<file path="config.mk">
export PLATFORM = sky130hd
export DESIGN_NAME = register_bank
export DESIGN_NICKNAME = d
export VERILOG_FILES = /design/src/rtl/register_bank.sv
export SDC_FILE = /design/constraint.sdc
export NUM_CORES = 1
export LEC_CHECK = 0
export CAP_MARGIN = 20
export CORE_UTILIZATION = 59
export CTS_CLUSTER_SIZE = 10
export DETAILED_ROUTE_END_ITERATION = 7
export PLACE_DENSITY_LB_ADDON = 0.08
export RECOVER_POWER = 25
export SLEW_MARGIN = 20
export SYNTH_ARGS = -nofsm -noshare
export SYNTH_HDL_FRONTEND = slang
export SYNTH_SLANG_ARGS = --single-unit
</file>
<file path="constraint.sdc">
create_clock -name clk -period 3.9 [get_ports clk]
set_clock_uncertainty 0.05 [all_clocks]
set_input_delay 0.78 -clock clk [delete_from_list [all_inputs] [get_ports clk]]
set_output_delay 0.78 -clock clk [all_outputs]
set_load 0.01 [all_outputs]
</file>
<file path="src/rtl/register_bank.sv">
// Bank of DEPTH registers with one read-modify-write operation per clock,
// zero/carry flags from the last executed operation, and two combinational read ports.
module register_bank #(
  parameter int WIDTH  = 8,
  parameter int DEPTH  = 8,
  parameter int BYPASS = 0
) (
  input  logic                       clk,
  input  logic                       rst,
  input  logic                       ce,
  input  logic                       we,
  input  logic [2:0]                 op,
  input  logic [$clog2(DEPTH)-1:0]   waddr,
  input  logic [WIDTH-1:0]           in,
  input  logic [$clog2(DEPTH)-1:0]   raddr_a,
  input  logic [$clog2(DEPTH)-1:0]   raddr_b,
  output logic [WIDTH-1:0]           out_a,
  output logic [WIDTH-1:0]           out_b,
  output logic                       zero,
  output logic                       carry
);

  localparam int unsigned AW = $clog2(DEPTH);

  localparam logic [2:0] OP_LOAD = 3'd0;
  localparam logic [2:0] OP_INC  = 3'd1;
  localparam logic [2:0] OP_DEC  = 3'd2;
  localparam logic [2:0] OP_SHL  = 3'd3;
  localparam logic [2:0] OP_SHR  = 3'd4;
  localparam logic [2:0] OP_CLR  = 3'd5;

  logic [WIDTH-1:0] regs [DEPTH];
  logic [WIDTH-1:0] cur;
  logic [WIDTH-1:0] nxt;
  logic [WIDTH-1:0] stored_a;
  logic [WIDTH-1:0] stored_b;
  logic             nxt_carry;
  logic             op_valid;
  logic             addr_valid;
  logic             exec;

  // Target register value; addresses past DEPTH match nothing and mark the write invalid.
  always_comb begin
    cur        = '0;
    addr_valid = 1'b0;
    for (int i = 0; i < DEPTH; i++) begin
      if (waddr == AW'(i)) begin
        cur        = regs[i];
        addr_valid = 1'b1;
      end
    end
  end

  // Operation result and its carry/borrow/shifted-out bit.
  always_comb begin
    nxt       = cur;
    nxt_carry = 1'b0;
    op_valid  = 1'b1;
    case (op)
      OP_LOAD: nxt = in;
      OP_INC:  {nxt_carry, nxt} = {1'b0, cur} + (WIDTH+1)'(1);
      OP_DEC:  {nxt_carry, nxt} = {1'b0, cur} - (WIDTH+1)'(1);
      OP_SHL: begin
        nxt       = {cur[WIDTH-2:0], 1'b0};
        nxt_carry = cur[WIDTH-1];
      end
      OP_SHR: begin
        nxt       = {1'b0, cur[WIDTH-1:1]};
        nxt_carry = cur[0];
      end
      OP_CLR:  nxt = '0;
      default: op_valid = 1'b0;
    endcase
  end

  // Reset is included so a bypassed read cannot leak a value while rst is low.
  assign exec = rst & ce & we & op_valid & addr_valid;

  always_comb begin
    stored_a = '0;
    stored_b = '0;
    for (int i = 0; i < DEPTH; i++) begin
      if (raddr_a == AW'(i)) stored_a = regs[i];
      if (raddr_b == AW'(i)) stored_b = regs[i];
    end
  end

  assign out_a = (BYPASS != 0 && exec && raddr_a == waddr) ? nxt : stored_a;
  assign out_b = (BYPASS != 0 && exec && raddr_b == waddr) ? nxt : stored_b;

  // Register file and flags; everything holds unless an operation executes.
  always_ff @(posedge clk or negedge rst) begin
    if (!rst) begin
      for (int i = 0; i < DEPTH; i++) regs[i] <= '0;
      zero  <= 1'b0;
      carry <= 1'b0;
    end else if (exec) begin
      for (int i = 0; i < DEPTH; i++) begin
        if (waddr == AW'(i)) regs[i] <= nxt;
      end
      zero  <= (nxt == '0);
      carry <= nxt_carry;
    end
  end

endmodule

</file>
==> results of run 1 <==
timing repair:
action                     CTS  global route
setup endpoints to repair    7            37
buffers inserted             0             0
pin swaps                    0             2
gates resized for setup      2            13
worst min path at each step:
stage	startpoint	to	slack (ps)	depth (start not counted)
final	carry	carry	470	2
after global routing	zero	zero	500	2
after detailed placement	zero	zero	450	2
after global placement	carry	carry	420	2
after CTS	zero	zero	470	2
after floorplan	rst	carry	430	0
routing by layer:
metal | vias up | routed length (um) | GRT usage [%]
met1 | 2510 | 6880 | 51.2
met2 | 313 | 8230 | 65.2
met4 | 0 | 780 | 19.5
met3 | 73 | 1470 | 7.66
li1 | 2317 | - | -
met5 | - | 0 | 0
critical path, stage by stage:
cell and delay (ps):
clkdlybuf4s50_1 580, nor2b_1 360, buf_4 220, a22o_1 130, nand2_1 50, o221ai_1 80, o21ai_0 130, nand2_1 110
clkdlybuf4s50_1 540
layout by cell type, fill, tap and decap left out, types with 4 or more instances in the layout:
cell type / n
nand2b_1: 4
nand2_1: 70
dfrtp_1: 66
a22o_1: 13
clkbuf_8: 9
a221o_1: 6
a21oi_1: 31
nor4_2: 4
o211ai_1: 4
inv_1: 10
mux2i_1: 28
o221ai_1: 13
and3_1: 6
nor2b_1: 9
clkdlybuf4s50_1: 38
mux2_2: 60
o21ai_0: 42
a22oi_1: 10
and2_1: 4
nand4_1: 5
nor3_1: 7
nor2_1: 44
mux4_2: 7
buf_4: 79
a31oi_1: 6
kinds of logic (layout without fill, tap and decap cells):
| logic type | after synthesis | count (layout) | synth area share (%) |
|---|---|---|---|
| xor+xnor | 3 | 3 | 0.510 |
| flops | 66 | 66 | 32.0 |
| mux | 99 | 99 | 22.5 |
| buf+inv | 54 | 152 | 4.88 |
| simple gates | 179 | 179 | 16.4 |
| compound gates | 165 | 165 | 23.1 |
| fa+ha+maj | 2 | 2 | 0.485 |
metrics by stage:
stage	setup TNS, ps	util, %	power [W]	cells	cell area [um2]
floorplan	0	-	0.00136	568	5150
global route	0	76.9	0.00237	771	6410
finish	0	76.9	0.00228	771	6410
global placement	-8870	73.9	0.00169	755	6160
detailed placement	-11430	73.9	0.00172	755	6160
CTS	0	76.1	0.00224	771	6340
cell type report:
type                       instances  area, um2  share of cell area [%]
timing repair buffer             125       1070                    16.7
tap                              105        131                    2.05
multi-input combinational        448       3340                    52.1
clock buffer                       9        124                    1.93
clock inverter                     7       51.3                   0.800
sequential                        66       1650                    25.8
inverter                          11       41.3                   0.644
flip-flops by register name, summed over array words and instances, names as in the netlist:
| register | count |
|---|---|
| regs | 64 |
| carry | 1 |
| zero | 1 |
power by group:
part / total (W) / internal (W) / switching (W)
Sequential: 0.000947 / 0.000788 / 0.000159
Combinational: 0.000803 / 0.000406 / 0.000397
Clock: 0.000529 / 0.000235 / 0.000295
Total: 0.00228 / 0.00143 / 0.000850
==> run_results.csv, run 1 <==
group,metric,value,unit
clocking,cts_sinks,66,
synth,syn_nets,594,
timing,drv_slew,67,
floorplanning,dieArea,9110,um2
clocking,clock_path_buffers,2,
synth,synth_common_cells,"70 x nand2_1, 66 x dfrtp_1, 60 x mux2_2",
detailed_routing,via_count,5213,
global_routing,grt_antenna_before_repair,0,
timing,finalHoldViolations,0,
synth,ys_seq_area_share,32.0,%
global_routing,grt_pass1_wl,27.0,mm
worst_setup_path,endpoint,"out_b[7]",
clocking,cts_tree,"built",
detailed_routing,drt_iter0_markers,544,
clocking,htree_levels,3,
synth,yosysUniqueCellTypes,73,
synth,async_flop_share,100,%
synth,netlist_instances,568,
place,gp_congestion,1.09,
worst_setup_path,worstRegToRegCells,12,
global_routing,gr-total-overflow,0,
floorplanning,die_y,95.5,um
worst_setup_path,startpoint,"raddr_b[1]",
floorplanning,start_util,61.8,%
worst_setup_path,crit_fanout,5,
floorplanning,die_w,95.5,um
detailed_routing,routed_via_density,6.76,
timing,min_period_over_period,98.1,%
detailed_routing,antenna_left,0,
synth,synth-main-ff-cell,"dfrtp_1",
timing,min_period,3820,ps
worst_setup_path,reg2reg_slack,730,ps
clocking,ctsHoldBuffers,0,
worst_setup_path,rr_startpoint,"regs[24]",
worst_setup_path,crit_required,3070,ps
global_routing,grt_pass1_vias,5010,
global_routing,grt_max_degree,67,
clocking,cts_made_buffers,9,
clocking,clock_latency,360,ps
power,peakVddDrop,0.000321,V
timing,rsz0062_at_grt,"false",
place,port_buffers,41,
synth,synth_edf_count,0,
synth,synth_most_common_cell,"nand2_1",
global_routing,grt_use_total,40.1,%
synth,synth_top_area_cell,"dfrtp_1",
final_layout,nets,687,
floorplanning,coreArea,8340,um2
worst_setup_path,critPathLaunchType,"primary input",
job,cap_violations,1,
power,p_leak,2.89,nW
outcome,outcome,"finished, violations left",
floorplanning,row_count,33,
hold_path,hp-class,"flip-flop to flip-flop",
timing,fmaxAchievable,261,MHz
final_layout,drive_above_1_share,29.9,%
detailed_routing,wl_per_cell,22.5,um
timing,slew_headroom,-7.28,%
worst_setup_path,path_class,"primary input to primary output",
power,p_per_area,356,nW/um2
worst_setup_path,cp_data_arrival_time,2990,ps
synth,netlist_area,5150,um2
outcome,violations,"max-capacitance violations, max-slew violations",
worst_setup_path,timing.critical_path.to_type,"primary output",
synth,synth_warnings,0,
final_layout,area_delta_synth_final,24.3,%
synth,synthTopCellsByArea,"dfrtp_1 32%, mux2_2 13%, mux2i_1 5.4%",
place,pre_cts_ws,-446,ps
clocking,cts_root_buf,"clkbuf_8",
timing,hold_ws,472,ps
detailed_routing,drt_wl_total,17.4,mm
final_layout,num_antenna_cells,0,
timing,finalSetupViolations,0,
timing,setup_ws,75.2,ps
worst_setup_path,regToRegEndpoint,"zero",
floorplanning,io_pins,42,
clocking,clkSlewWorstSetupHoldPaths,80,ps
detailed_routing,first_pass_iters,7,
synth,netlist.area_leader.share,32.0,%
detailed_routing,drc,0,
place,dp_hpwl,13.1,mm
timing,tightestPinTransition,1610,ps
final_layout,num-fill-cells,580,
synth,avgSynthCellArea,9.08,um2
synth,ys_seq_elements,66,
(Power assumes the default switching activity.)
==> run 2, diff against run 1 <==
--- a/config.mk
+++ b/config.mk
@@ -6,11 +6,13 @@
 export NUM_CORES = 1
 export LEC_CHECK = 0
 export CAP_MARGIN = 20
+export CORE_ASPECT_RATIO = 1.5
 export CORE_UTILIZATION = 59
 export CTS_CLUSTER_SIZE = 10
 export DETAILED_ROUTE_END_ITERATION = 7
-export PLACE_DENSITY_LB_ADDON = 0.08
+export PLACE_DENSITY_LB_ADDON = 0.2
 export RECOVER_POWER = 25
+export SKIP_LAST_GASP = 1
 export SLEW_MARGIN = 20
 export SYNTH_ARGS = -nofsm -noshare
 export SYNTH_HDL_FRONTEND = slang
==> run 2 against run 1 <==
- the run now ends clean
- maximum frequency hardly changed
- critical path depth is 5 higher
- wire length is 11% higher
- clock-buffer cell count is 1 higher
- clock power is 91% higher
- via count is 3.1% higher
==> run_results.csv, run 2 (same netlist as run 1, synthesis figures left out) <==
group,metric,value,unit
global_routing,gr-total-overflow,0,
hold_path,hp-class,"flip-flop to flip-flop",
final_layout,num_antenna_cells,0,
final_layout,largest-register,"regs",
final_layout,num-fill-cells,568,
detailed_routing,drt_wl_total,19.2,mm
timing,drv_slew,0,
detailed_routing,routed_via_density,6.96,
timing,min_period_over_period,98.1,%
detailed_routing,via_count,5374,
worst_setup_path,critical-path-slowest-cell,"clkdlybuf4s50_1",
power,total_power,0.00279,W
timing,min_period,3820,ps
clocking,ctsHoldBuffers,0,
worst_setup_path,crit_fanout,16,
worst_setup_path,path_cells,"clkdlybuf4s50_1 > buf_12 > nor2b_2 > a221o_1 > a22oi_2 > inv_2 > ha_1 > inv_1 > nor3_1 > buf_4 > a311o_1 > a32o_2 > o21bai_1 > o41ai_2",
floorplanning,io_pins,42,
power,p_per_area,422,nW/um2
clocking,cts_made_buffers,9,
global_routing,grt_use_total,44.3,%
final_layout,multi_input_area,3330,um2
floorplanning,start_util,60.9,%
clocking,clock_latency,340,ps
global_routing,grt_pass1_vias,5420,
detailed_routing,drt_iter0_markers,479,
detailed_routing,antenna_left,0,
final_layout,nets,686,
place,gp_congestion,1.07,
detailed_routing,first_pass_iters,5,
worst_setup_path,timing.critical_path.to_type,"flip-flop",
floorplanning,coreArea,8460,um2
clocking,htree_levels,3,
timing,finalHoldViolations,0,
timing,rsz0062_at_grt,"true",
global_routing,grt_pass1_wl,29.4,mm
final_layout,drive_above_1_share,30.5,%
timing,slew_headroom,38.4,%
outcome,outcome,"completed",
detailed_routing,wl_per_cell,24.9,um
clocking,cts_root_buf,"clkbuf_16",
worst_setup_path,cp_data_arrival_time,4010,ps
timing,finalSetupViolations,0,
timing,fmaxAchievable,261,MHz
power,p_leak,2.96,nW
clocking,clock_path_buffers,2,
clocking,cts_tree,"built",
final_layout,area_delta_synth_final,28.1,%
worst_setup_path,crit_required,4090,ps
place,port_buffers,41,
floorplanning,dieArea,9120,um2
job,cap_violations,0,
global_routing,grt_max_degree,67,
clocking,cts_sinks,66,
place,placed_cell_area,6170,um2
worst_setup_path,path_class,"primary input to flip-flop",
global_routing,grt_antenna_before_repair,0,
worst_setup_path,path_buf_inv,5,
clocking,clkSlewWorstSetupHoldPaths,60,ps
final_layout,reg.largest.list,"regs (64), carry (1), zero (1)",
detailed_routing,drc,0,
place,dp.cells,756,
floorplanning,die_y,116,um
final_layout,mostFrequentLayoutCell,"buf_4",
timing,hold_ws,441,ps
final_layout,fin_area,6600,um2
worst_setup_path,max_stage_delay,450,ps
final_layout,most-common-layout-cells,"79 x buf_4, 70 x nand2_1, 66 x dfrtp_1, 60 x mux2_2, 44 x nor2_1",
timing,tightestPinTransition,917,ps
final_layout,largest_register_ffs,64,
floorplanning,die_w,78.3,um
final_layout,final-seq-area,1650,um2
worst_setup_path,path_delay_family,"compound AO/OA/AOI/OAI gates",
power,peakVddDrop,0.000531,V
worst_setup_path,critPathLaunchType,"primary input",
final_layout,final_cell_count_no_fill,772,
floorplanning,row_count,41,
place,dp_hpwl,13.7,mm
[run 2: cell count changes in the layout (fill, tap and decap cells not counted), moves of 2 or more]
cell / delta
a21oi_2: +2
clkinv_2: -2
clkbuf_8: -8
a21oi_1: -2
bufinv_16: +4
clkbuf_16: +9
inv_6: -2
[run 2: per-layer routing]
metal	vias to the layer above	track usage (%)	wire, um
li1	2314	-	-
met2	388	74.3	9500
met1	2552	46.5	6390
met5	-	0	0
met3	120	11.3	1760
met4	0	37.4	1540
[run 2: stage by stage]
stage	setup TNS, ps	utilization, %	setup slack (ps)
5_1_grt	-75.3	78.0	-75.3
4_1_cts	0	77.4	44.4
2_1_floorplan	0	-	197
3_5_place_dp	-10970	72.9	-433
6_report	0	78.0	75.6
3_3_place_gp	-8360	72.9	-391
[run 2: area by class of cell]
class	instances	area share (%)
Multi-Input combinational cell	448	50.4
Sequential cell	66	25.0
Timing Repair Buffer	124	16.2
Clock buffer	10	3.62
Clock inverter	6	2.07
Tap cell	107	2.03
Inverter	11	0.625
[run 2: tightest hold or removal path, cell delays in order (launching register included)]
cell	delay (ps)
dfrtp_1	350
nand2_1	50
o21ai_0	60
[run 2: worst paths after layout]
| check | slack [ps] | to | from | cells past startpoint |
|---|---|---|---|---|
| worst min-delay path | 440 | carry | carry | 2 |
| min in group asynchronous | 660 | carry | rst | 2 |
| max in group asynchronous | 2560 | regs[28] | rst | 2 |
| worst max-delay path | 80 | zero | waddr[1] | 14 |
| worst max register to register | 640 | zero | regs[24] | 12 |
| worst min register to register | 440 | carry | carry | 2 |
[run 2: timing repair]
item                                    in CTS  in global routing
endpoints found under the setup margin       8                 34
gates resized for setup                      3                 13
setup buffers                                0                  0
pin swaps                                    0                  3
[run 2: power breakdown]
part | switching, W | total [W] | leakage (nW) | internal (W)
combinational | 0.000417 | 0.000825 | 1.90 | 0.000408
clock | 0.000302 | 0.00101 | 0.179 | 0.000708
sequential | 0.000163 | 0.000953 | 0.881 | 0.000790
